### src/rtl/add_sub_serial.sv
// add_sub_serial
//   Chunk-serial adder/subtractor. An accepted request latches the operands
//   and then adds one CHUNK-bit slice per clock, LSB slice first, with the
//   carry between slices held in a register. The result and flags update
//   together when the last slice finishes. They then hold until the next
//   result is ready.
//
// Parameters
//   WIDTH     operand/result width (must be a multiple of CHUNK)
//   CHUNK     bits processed per clock
//
// Ports
//   clk       rising-edge clock
//   reset_n   asynchronous active-low reset
//   start     request a new operation (taken only when busy = 0)
//   sub       0 = A+B+C, 1 = A-B-C
//   A, B      operands
//   C         carry-in (add) / borrow-in (sub)
//   busy      operation in progress
//   done      one-cycle pulse when the result registers update
//   sum       result modulo 2^WIDTH
//   carry     raw carry out of the MSB (for sub: 1 = no borrow)
//   overflow  two's-complement signed overflow
//   zero      sum == 0
module add_sub_serial #(
  parameter int WIDTH = 16,
  parameter int CHUNK = 4
) (
  input  logic             clk,
  input  logic             reset_n,
  input  logic             start,
  input  logic             sub,
  input  logic [WIDTH-1:0] A,
  input  logic [WIDTH-1:0] B,
  input  logic             C,
  output logic             busy,
  output logic             done,
  output logic [WIDTH-1:0] sum,
  output logic             carry,
  output logic             overflow,
  output logic             zero
);

  localparam int N  = WIDTH / CHUNK;
  localparam int CW = (N > 1) ? $clog2(N) : 1;
  localparam logic [CW-1:0] LAST = CW'(N - 1);

  typedef enum logic [1:0] {IDLE, RUN, DONE} state_t;

  state_t           state, state_next;
  logic [WIDTH-1:0] a_q, b_q, acc_q, acc_next;
  logic             cin_q;
  logic [CW-1:0]    cnt_q;
  logic [CHUNK-1:0] slice_sum;
  logic             slice_cout;
  logic             accept, last_slice;

  // Operand registers shift right each RUN cycle, so the active slice is
  // always the low CHUNK bits. Result slices enter the accumulator from the
  // top, so after N shifts the accumulator is in natural bit order.
  always_comb begin
    accept     = start && (state != RUN);
    last_slice = (state == RUN) && (cnt_q == LAST);
    {slice_cout, slice_sum} = {1'b0, a_q[CHUNK-1:0]} + {1'b0, b_q[CHUNK-1:0]}
                              + {{CHUNK{1'b0}}, cin_q};
    acc_next = (acc_q >> CHUNK) | (WIDTH'(slice_sum) << (WIDTH - CHUNK));
  end

  always_comb begin
    state_next = state;
    case (state)
      IDLE:    if (start) state_next = RUN;
      RUN:     if (cnt_q == LAST) state_next = DONE;
      DONE:    state_next = start ? RUN : IDLE;
      default: state_next = IDLE;
    endcase
  end

  always_ff @(posedge clk or negedge reset_n) begin
    if (!reset_n) state <= IDLE;
    else          state <= state_next;
  end

  always_ff @(posedge clk or negedge reset_n) begin
    if (!reset_n) begin
      a_q      <= '0;
      b_q      <= '0;
      acc_q    <= '0;
      cin_q    <= 1'b0;
      cnt_q    <= '0;
      sum      <= '0;
      carry    <= 1'b0;
      overflow <= 1'b0;
      zero     <= 1'b1;
    end else if (accept) begin
      // Subtraction is performed as A + ~B + ~C.
      a_q   <= A;
      b_q   <= B ^ {WIDTH{sub}};
      cin_q <= C ^ sub;
      cnt_q <= '0;
    end else if (state == RUN) begin
      a_q   <= a_q >> CHUNK;
      b_q   <= b_q >> CHUNK;
      cin_q <= slice_cout;
      acc_q <= acc_next;
      cnt_q <= last_slice ? '0 : cnt_q + CW'(1);
      if (last_slice) begin
        sum      <= acc_next;
        carry    <= slice_cout;
        // Carry into the MSB is recovered as a ^ b ^ s at that bit.
        overflow <= slice_cout ^ (a_q[CHUNK-1] ^ b_q[CHUNK-1] ^ slice_sum[CHUNK-1]);
        zero     <= (acc_next == '0);
      end
    end
  end

  assign busy = (state == RUN);
  assign done = (state == DONE);

endmodule

### config.mk
export PLATFORM = sky130hd
export DESIGN_NAME = add_sub_serial
export DESIGN_NICKNAME = d
export VERILOG_FILES = /design/src/rtl/add_sub_serial.sv
export SDC_FILE = /design/constraint.sdc
export NUM_CORES = 1
export LEC_CHECK = 0
export CORE_MARGIN = 2
export CORE_UTILIZATION = 30
export CTS_BUF_LIST = sky130_fd_sc_hd__clkbuf_8
export CTS_CLUSTER_SIZE = 24
export DETAILED_ROUTE_END_ITERATION = 7
export MAX_ROUTING_LAYER = met4
export PLACE_DENSITY_LB_ADDON = 0.25
export SYNTH_ARGS = -nofsm -noshare
export SYNTH_HDL_FRONTEND = slang
export SYNTH_SLANG_ARGS = --single-unit
### constraint.sdc
create_clock -name clk -period 2.59 [get_ports clk]
set_clock_uncertainty 0.1 [all_clocks]
set_input_delay 0.259 -clock clk [delete_from_list [all_inputs] [get_ports clk]]
set_output_delay 0.259 -clock clk [all_outputs]
set_load 0.02 [all_outputs]
==> impl_metrics.yaml <==
status:
  run_status: "completed"
synth:
  ys_warn_count: 0
  synth_ff_type: "sky130_fd_sc_hd__dfrtp_1"
  synth_sequential_area_ratio_pct: 54.1
  synth_seq_cells: 68
  top_cell_type_by_total_area_after_synthesis: "sky130_fd_sc_hd__dfrtp_1"
  synth_edf_count: 0
  netlist_area_mm2: 0.00315
  mappedNetlistNets: 337
  yosys-top-cells-area: "sky130_fd_sc_hd__dfrtp_1 (53%), sky130_fd_sc_hd__nand2_1 (7.4%), sky130_fd_sc_hd__mux2_4 (5.7%)"
  synthesis.instances: 294
  synth.avg_cell_area_um2: 10.7
  synth_top_cell_area_share_pct: 53.3
  postSynth.asyncResetShare_pct: 100
  synth.distinct_cells: 35
clocking:
  tritoncts_clock_tree: "yes"
  cts_max_path_buffers: 2
  cts-htree-levels: 3
  clock_latency_ps: 340
  cts.sinks: 68
  post_cts_buffers: 0
  clk_transition_reported_paths_ps: 60
  count_of_cells_resized_by_post_cts_repair: 0
  clockRootBuffer: "sky130_fd_sc_hd__clkbuf_8"
  cts-buffers-inserted: 9
sta:
  fin_crit_sh_pct: 81.0
  final_max_slew_viol_count: 0
  tightestPinTransition_ps: 939
  setup_viol: 0
  slew_headroom_pct: 37.4
  postLayoutSetupSlackWorst_ps: 492
  timing_hold_violations_final: 0
  fmax_mhz: 477
  post-route-min-period_ps: 2100
  setup_tns_ps: 0
  rsz0062_at_grt: "no"
global_routing:
  number_of_global_route_vias_before_repair: 2216
  number_of_antenna_violations_at_the_first_check_in_global_routing: 0
  maximum_number_of_pins_on_one_net_before_global_route_repair: 43
  globalRoute.totalOverflow: 0
  gr-usage-all-layers_pct: 12.9
  grt_pass1_wl_mm: 11.0
worst_setup_path:
  crit_required_ps: 2770
  critical_path.max_fanout: 3
  critical_path_arrival_ps: 2280
  worstSetupStartpointType: "flop"
  crit_type: "flop to flop"
  setup.worst_path.end_class: "flop"
layout:
  final_common_cell: "sky130_fd_sc_hd__dfrtp_1"
  insertedDiodeCount: 0
  layout_common_cells: "sky130_fd_sc_hd__dfrtp_1 (67), sky130_fd_sc_hd__nand2_1 (62), sky130_fd_sc_hd__clkdlybuf4s50_1 (56)"
  nets: 397
  layout.core_utilization_pct: 39.1
  non_filler_cells_final: 494
  synthToLayoutAreaGrowth_pct: 27.5
  final_layout_size_suffix_gt1_share_pct: 12.0
placed_design:
  pre_cts_slack_ps: 498
  placed_cells: 478
  io_buffers: 57
  gp_congestion: 0.742
  hpwl_mm: 4.64
pwr:
  power_density_mw_per_mm2: 1100
  cellLeakagePower_nw: 1.84
  power.ir.vdd_worst_uv: 345
floorplan:
  floorplan.die_area_mm2: 0.0113
  placeableCoreArea_mm2: 0.0103
  die_boundary_height_um: 106
  fp.dieW_um: 106
  initial_core_util_pct: 30.6
  fp-row-count: 37
  pin_count: 58
routing:
  drt-pass1-iter-count: 4
  routed_wire_length_per_instance_um: 13.0
  drt-total-wl_mm: 6.41
  dr.first_iter.drc_count: 84
  routed_via_density: 4.46
  number_of_drc_violations_after_detailed_routing: 0
  route.vias.total: 2202
  antenna_left: 0
job:
  max_cap_violations: 0
min_path:
  worst_hold_path_type: "flop to flop"
[cells by family (layout without fill, tap and decap cells)]
group                      count (synthesis)  count (layout)  share of synthesized area, %
buffers and inverters                     21              85                          4.05
DFF                                       68              68                          54.1
muxes                                     30              30                          11.5
xor gates and xnor gates                  20              20                          5.56
and+or+nand+nor                           93              93                          11.9
AOI/OAI and AO/OA                         56              56                          10.0
adders and majority gates                  6               6                          2.86
[sequential cells by signal (all words and copies together), names as in the netlist, 2 cells and up]
register  flops
a_q          16
b_q          16
sum          16
acc_q        12
cnt_q         2
state         2
[cell type report]
class                   instances  area (µm²)
clock buffers                  11         151
clock inverters                 4        17.5
fillers                      1046        6260
inverters                       3        12.5
multi-input cells             205        1320
flip-flops and latches         68        1700
well taps                     136         170
repair buffers                 67         643
[critical path, stage by stage (launching register included)]
cell and delay [ps]:
sky130_fd_sc_hd__dfrtp_1 390, sky130_fd_sc_hd__fa_1 470, sky130_fd_sc_hd__fa_1 490, sky130_fd_sc_hd__nor4_1 230, sky130_fd_sc_hd__nand4_1 120, sky130_fd_sc_hd__nor2_1 110, sky130_fd_sc_hd__a22o_1 130
[per-layer routing]
layer  up-vias  global-route usage [%]  share of wire [%]  routed length [µm]
met5         -                       -                  0                   0
met4         0                    3.62                1.0                  64
met3         8                    3.74                4.3                 275
met2        50                    20.6                 49                3170
met1      1042                    16.0                 45                2900
li1       1102                       -                  -                   -
[cell usage after synthesis, drive strengths merged (4+ instances only)]
library cell and instances:
a211oi 4, a21oi 14, buf 14, clkbuf 4, dfrtp 67, ha 4, mux2 14, mux2i 16
nand2 63, nor2 22, o21ai 31, xnor2 19
[repair_timing]
item | in CTS | in global routing
endpoints found under the hold margin | 29 | 0
setup endpoints to repair | 0 | 0
hold buffers | 1 | 0
[final timing paths]
check	startpoint	slack [ps]	cells past startpoint	end
min	sum[15]$_DFFE_PN0P_	380	2	sum[15]$_DFFE_PN0P_
max reg2reg	a_q[0]$_DFFE_PN0P_	490	6	zero$_DFFE_PN1P_
min in group asynchronous	reset_n	510	2	sum[12]$_DFFE_PN0P_
min reg2reg	sum[15]$_DFFE_PN0P_	380	2	sum[15]$_DFFE_PN0P_
max	a_q[0]$_DFFE_PN0P_	490	6	zero$_DFFE_PN1P_
max in group asynchronous	reset_n	1160	3	b_q[0]$_DFFE_PN0P_
[per-stage QoR]
step	power (W)	instance area, µm²	hold WS, ps
floorplan	0.00305	3150	-137
global placement	0.00366	3840	351
detailed placement	0.00371	3840	363
CTS	0.00448	4020	384
global route	0.00477	4020	409
finish	0.00441	4020	379
[power breakdown]
group | switching [W] | leakage [nW] | total [W] | internal [W]
Sequential | 0.000304 | 0.861 | 0.00183 | 0.00152
Clock | 0.000374 | 0.0976 | 0.000758 | 0.000384
Combinational | 0.000969 | 0.885 | 0.00182 | 0.000854
No activity file was read; power rests on OpenSTA's default activity.
